==> config.mk <==
export PLATFORM = sky130hd
export DESIGN_NAME = nibble_unswap_rx
export DESIGN_NICKNAME = d
export VERILOG_FILES = /design/src/rtl/nibble_unswap_rx.sv
export SDC_FILE = /design/constraint.sdc
export NUM_CORES = 1
export LEC_CHECK = 0
export CAP_MARGIN = 20
export CORE_MARGIN = 5
export CORE_UTILIZATION = 39
export CTS_BUF_LIST = sky130_fd_sc_hd__clkbuf_2
export DETAILED_ROUTE_END_ITERATION = 10
export PLACE_DENSITY = 0.67
export SLEW_MARGIN = 40
export SYNTH_ARGS = -nofsm -noshare
export SYNTH_HDL_FRONTEND = slang
export SYNTH_SLANG_ARGS = --single-unit
==> constraint.sdc <==
create_clock -name clk -period 3.5 [get_ports clk]
set_input_delay 0.7 -clock clk [delete_from_list [all_inputs] [get_ports clk]]
set_output_delay 0.7 -clock clk [all_outputs]
set_load 0.05 [all_outputs]
==> src/rtl/nibble_unswap_rx.sv <==
// Receive-side nibble unswap with optional byte-lane reversal, buffered in a 2-entry FIFO.
// Optional even-parity check on restored words: define NIBBLE_UNSWAP_RX_PARITY_EN.
module nibble_unswap_rx #(
    parameter int WIDTH    = 32,
    parameter int LANE_REV = 1,
    parameter int CNT_W    = 16
) (
    input  logic             clk,
    input  logic             rst_n,
    input  logic             in_valid,
    output logic             in_ready,
    input  logic [WIDTH-1:0] in_data,
    output logic             out_valid,
    input  logic             out_ready,
    output logic [WIDTH-1:0] out_data,
    output logic [CNT_W-1:0] word_cnt
`ifdef NIBBLE_UNSWAP_RX_PARITY_EN
    ,
    input  logic             in_par,
    output logic             par_err
`endif
);

    localparam int NB = WIDTH / 8;

    // Handshake: a word moves on any posedge where valid & ready are both high.
    // in_ready and out_valid depend only on registered FIFO occupancy, so neither
    // side sees a combinational path from the other; a full FIFO refuses input
    // even in a cycle where it is also being drained.
    logic [WIDTH-1:0] swapped;
    logic [WIDTH-1:0] mem [2];
    logic             wr_ptr;
    logic             rd_ptr;
    logic [1:0]       count;
    logic             push;
    logic             pop;

    for (genvar i = 0; i < NB; i++) begin : g_byte
        localparam int S = (LANE_REV != 0) ? (NB - 1 - i) : i;
        assign swapped[8*i +: 8] = {in_data[8*S +: 4], in_data[8*S+4 +: 4]};
    end

    assign in_ready  = (count != 2'd2);
    assign out_valid = (count != 2'd0);
    assign out_data  = mem[rd_ptr];
    assign push      = in_valid & in_ready;
    assign pop       = out_valid & out_ready;

    always_ff @(posedge clk) begin
        if (!rst_n) begin
            count    <= 2'd0;
            wr_ptr   <= 1'b0;
            rd_ptr   <= 1'b0;
            word_cnt <= '0;
            mem[0]   <= '0;
            mem[1]   <= '0;
        end else begin
            if (push) begin
                mem[wr_ptr] <= swapped;
                wr_ptr      <= ~wr_ptr;
            end
            if (pop) begin
                rd_ptr   <= ~rd_ptr;
                word_cnt <= word_cnt + CNT_W'(1);
            end
            case ({push, pop})
                2'b10:   count <= count + 2'd1;
                2'b01:   count <= count - 2'd1;
                default: count <= count;
            endcase
        end
    end

`ifdef NIBBLE_UNSWAP_RX_PARITY_EN
    // Swapping nibbles and lanes preserves the XOR of all bits, so the
    // transmitter's parity is checked directly against the restored word.
    logic par_mem [2];

    always_ff @(posedge clk) begin
        if (!rst_n) begin
            par_mem[0] <= 1'b0;
            par_mem[1] <= 1'b0;
            par_err    <= 1'b0;
        end else begin
            if (push) begin
                par_mem[wr_ptr] <= in_par;
            end
            if (pop && ((^out_data) != par_mem[rd_ptr])) begin
                par_err <= 1'b1;
            end
        end
    end
`endif

endmodule

# --- Yosys cells after proc, flatten, opt, wreduce, memory -nomap -nowiden ---
# Memory sizes are Yosys's and may differ from the RTL's. A register that Yosys moved wholly into a read port is not among the register bits.
# Cells that the tools add are included.
totals:
  register_bits: 20
  mem_bits_rw: 64
  in_bits: 36
  out_inout_bits: 50
  wordCells: 28
  memories: 1
op_classes:
  add_sub_neg: 3
  n_eq_ne: 3
  n_mux: 10
  bitwise: 4
  n_reduce_logical: 3
mem_list:
  columns: ["memory", "words", "word_bits", "rd", "rd_clocked_by_memory_dff", "write_ports", "line", "source"]
  rows:
  - ["mem", 2, 32, 1, 1, 2, "31", "logic [WIDTH-1:0] mem [2];"]
ops:
  columns: ["op", "count"]
  rows:
  - ["2-to-1 mux 32 bit", 1]
  - ["OR reduction 32 bit", 1]
  - ["adder 16 x 1 -> 16 bit (second input constant)", 1]
  - ["2-to-1 mux 1 bit", 8]
  - ["one-hot mux 2 bit (2 select lines)", 1]
  - ["nonzero test 2 bit", 2]
  - ["adder 2 x 1 -> 2 bit (second input constant)", 1]
  - ["bitwise AND 1 bit", 2]
  - ["equality test 2 x 1 -> 1 bit (second input constant)", 1]
  - ["equality test 2 bit (second input constant)", 1]
  - ["inequality test 2 bit (second input constant)", 1]
  - ["NOT 1 bit", 2]
  - ["subtractor 2 x 1 -> 2 bit (second input constant)", 1]

# --- Longest topological paths before layout ---
depth:
  ltp_word: 7
  ltp_mapped: 8
  depth_no_buf: 7

# --- Worst setup path after synthesis ---
# OpenSTA, ideal clock, no wires.
synth_path:
  path_kind: "register -> register"
  startpoint: "register count[0]"
  endpoint: "memory mem[0][0] (enable)"
  setup_time_ns: 0.466
  arrival_ns: 3.339
  required_ns: 3.034
  path_slack_ns: -0.304
  stages_incl_launch_ff: 5
  n_path_buf: 1
  synth_period_minus_slack_ns: 3.804
  path_cell_list: "dfxtp_1 buf_4 or2b_1 nand2_2 o21ai_0"
synth_rtl:
  columns: ["element", "line", "source"]
  rows:
  - ["start, declared", "34", "logic [1:0] count;"]
  - ["start signal, assigned", "67", "2'b10: count <= count + 2'd1;"]
  - ["start signal, assigned", "68", "2'b01: count <= count - 2'd1;"]
  - ["start signal, assigned", "69", "default: count <= count;"]
  - ["end, declared", "31", null]

==> results.md <==
- The number of port buffers is 85.
- The final-report hold violation count is 0.
- The overall routed net length is about 7500 um.
- The mean area per synthesized cell is between 10 and 15 um2.
- Static timing analysis puts the maximum clock frequency at between 300 and 400 MHz.
- In this run the post-CTS setup repair buffer count came out at 0.
- The maximum fanout count along the critical path is 26.
- Summing every instance area after synthesis gives around 0.0037 mm2.
- STA puts the critical path data required time at around 2.8 ns.
- The number of antenna violations at the first check in global routing was 0.
- The arrival time at the worst endpoint is 2.45 ns.
- The Yosys warning count is 0.
- The CTS tree is yes.
- The core occupancy in the finished layout is 52.40%.
- The maximum number of buffers from clock root to sink is 2.
- For this design the ratio of total power to cell area is 658.7 mW/mm2.
- The count of hold buffers inserted by post-cts repair is 0.
- The count of flip-flops with a built-in enable after synthesis is 64.
- The startpoint kind of the worst setup timing path is a flop.
- The detailed-route wire length per cell is approximately 15 um.
- The part of the total power dissipated in sequential elements is a little over two fifths.
- Between clock sinks in the finished design, the worst skew comes to between 0.02 and 0.03 ns.
- The global placer's final weighted congestion is 0.7536.
- The placeable core area is around 0.0092 mm2.
- The clock net in this run drives a total of 85 sinks.
- The area of the die is ~0.011 mm2.
- The leading register cell type out of synthesis is sky130_fd_sc_hd__edfxtp_1.
- Global routing consumed, over all layers together, between 10 and 15% of the routing resources.
- The internal power consumption is between 1.5 and 2 mW.
- Counting flops with an async set or reset pin after synthesis yields a share of 0%.
- CTS built an H-tree with a depth of 3.
- The max-slew violation count is 0.
- The first-pass GRT wire length is 12590 um.
- Synthesis instantiated 34 different standard cells from the library.
- The detailed router's first-iteration violation count is 90.
- Counting every instance in the synthesized netlist gives around 280.
- The height of the chip is around 110 um.
- sky130_fd_sc_hd__edfxtp_1 takes more of the synthesized area than any other cell.
- The root buffer cell is sky130_fd_sc_hd__clkbuf_2.
- The leakage power is 1.780 nW.
- Compared with the post-synthesis result, the final layout area differs by 31.32%.
- The clock period minus worst slack is around 3.1 ns.
- The total congestion overflow is 0.
- The worst slew slack as a fraction of its limit is 65.41%.
- The pin count of the biggest net entering global routing is 33.
- The class of the tightest hold or removal check is reg2reg.
- The clock network is responsible for about 16% of the overall power.
- In the post-synthesis netlist, the biggest area contributors are sky130_fd_sc_hd__edfxtp_1 52%, sky130_fd_sc_hd__dfxtp_1 11%, sky130_fd_sc_hd__and2_1 11%.
- For this run, the post-layout net count is 405.
- The via count of the first global-routing pass is around 2500.
- The number of maximum-capacitance violations is 0.
- 0 antenna diodes ended up in the layout.
- The post-placement setup slack is between 0.9 and 1 ns.
- The worst setup margin is between 0.3 and 0.4 ns.
- Net switching is 39.18% of the power.
- The number of placed instances, taps included, is about 490.
- Setup repair after global routing left no endpoint under its margin.
- The number of instances resized during post-cts repair is 0.
- Sequential cells were found to cover a little under two thirds of the synthesized design area.
- The number of setup violations in the final report is 0.
- The run finished with clean final reports.
- The via total after detailed routing is between 2000 and 2500.
- Once the floorplan was initialized, standard cells occupied between 30 and 40% of the core.
- The proportion of layout cells with a drive suffix above 1 is 15.86%.
- The post-synthesis sequential element count is 85.
- The number of iterations in the first detailed-routing pass is 4.
- The worst setup path is captured at a primary output.
- After detailed routing, the number of remaining DRC violations is 0.
- The share of the cycle needed by the critical path after routing is between 80% and 90%.
- The setup check on the worst reg-to-reg path leaves a slack of between 1.5 and 2 ns.
- The number of nets handed over by synthesis was 315.
- The part of the total power dissipated in combinational logic is between 40% and 50%.
- Summed over all nets, the switching power comes to about 1.2 mW.
- Excluding fillers, the count of instances in the completed layout stands at 501.
- The kind of critical path is reg2out.
- The post-detailed-placement half-perimeter wirelength is between 4000 and 5000 um.
- The boundary pin count is between 80 and 90.
- The width of the die is between 100 and 150 um.
- The top cell type by area accounts for 52.12% of the synthesized area.
- The floorplan has 35 rows.
- At the pin with the least slew margin, the transition time is 0.5172 ns.
- The commonest cells after synthesis are 64 x sky130_fd_sc_hd__and2_1, 64 x sky130_fd_sc_hd__edfxtp_1, 27 x sky130_fd_sc_hd__mux2_2.
- The largest vdd supply drop is around 0.47 mV.
- The clock-pin slew on the worst setup and hold paths is roughly 0.22 ns.
- In this run, CTS created clock tree buffers numbering 9.
- For the worst-skew pair, the clock arrives at the later sink with an insertion delay of between 0.5 and 0.6 ns.
- In this run the remaining antenna-violating nets after routing total 0.
- In the routed layout, each cell is associated on average with a via count of roughly 4.7.
registers in the layout, summed over array words and instances, names as in the netlist, named ones only:
name / flops
rd_ptr: 1
word_cnt: 16
count: 2
wr_ptr: 1
mem: 64
power by group through the flow:
stage,sequential (mW),clock [mW],combinational [mW]
3_3_place_gp,1.36,0,1.36
3_5_place_dp,1.36,0,1.36
4_1_cts,1.34,0.522,1.37
6_report,1.34,0.503,1.35
2_1_floorplan,1.35,0,0.941
5_1_grt,1.36,0.565,1.42
stage by stage:
step | power, mW | hold slack, ns | TNS (ns) | cell area, um2
after floorplan | 2.291 | 0.4725 | -19.47 | 3687
after global placement | 2.711 | 0.4919 | 0 | 4726
after detailed placement | 2.725 | 0.4995 | 0 | 4726
after CTS | 3.234 | 0.5507 | 0 | 4842
after global routing | 3.347 | 0.5874 | 0 | 4842
final | 3.189 | 0.5434 | 0 | 4842
cell usage in the layout (no fill, tap or decap), drive strengths merged, types with 6 or more instances in the layout:
| master | netlist | layout |
|---|---|---|
| mux2 | 32 | 32 |
| nand4 | 6 | 6 |
| o21ai | 6 | 6 |
| nor2 | 16 | 16 |
| clkbuf | 8 | 11 |
| buf | 5 | 7 |
| clkdlybuf4s50 | 0 | 85 |
| edfxtp | 64 | 64 |
| and2 | 64 | 64 |
| dfxtp | 21 | 21 |
| xnor2 | 6 | 6 |
| xor2 | 9 | 9 |
| nand2 | 7 | 7 |
final timing paths:
path / start / cells past startpoint / to
worst min-delay path: word_cnt[13]$_SDFFE_PN0P_ / 2 / word_cnt[13]$_SDFFE_PN0P_
worst min register to register: word_cnt[13]$_SDFFE_PN0P_ / 2 / word_cnt[13]$_SDFFE_PN0P_
worst max register to register: count[0]$_SDFFE_PN0P_ / 6 / count[1]$_SDFFE_PN0P_
worst max-delay path: flop / 3 / out_data[18]
per-layer routing:
metal | vias up | part of all wire (%) | global-route usage, %
met3 | 12 | 5.8 | 3.552
met1 | 1114 | 46 | 18.10
met2 | 71 | 47 | 22.65
met5 | - | 0 | 0
met4 | 0 | 1.9 | 6.119
li1 | 1159 | - | -
final cells by class:
class,count,area [um2]
repair buffers,92,903.4
fillers,836,4398
clock inverters,5,61.31
clock buffers,11,55.05
inverters,3,11.26
multi-input cells,176,1306
well taps,129,161.4
flip-flops and latches,85,2344
cells by family (layout without fill, tap and decap cells):
group                    Yosys count  after routing  share of synthesized area [%]
AO/OA/AOI/OAI                     14             14                          2.477
XOR/XNOR                          15             15                          3.563
adder cells (fa/ha/maj)            2              2                         0.6785
buffers and inverters             16            111                          2.002
flip-flops                        85             85                          63.52
multiplexers                      33             33                          10.04
AND/OR/NAND/NOR                  112            112                          17.71
critical path: stages (launching register included):
cell and delay (ns):
sky130_fd_sc_hd__dfxtp_2 0.46, sky130_fd_sc_hd__buf_4 0.36, sky130_fd_sc_hd__mux2_1 0.40, sky130_fd_sc_hd__clkdlybuf4s50_1 0.72
(Power assumes the default switching activity.)
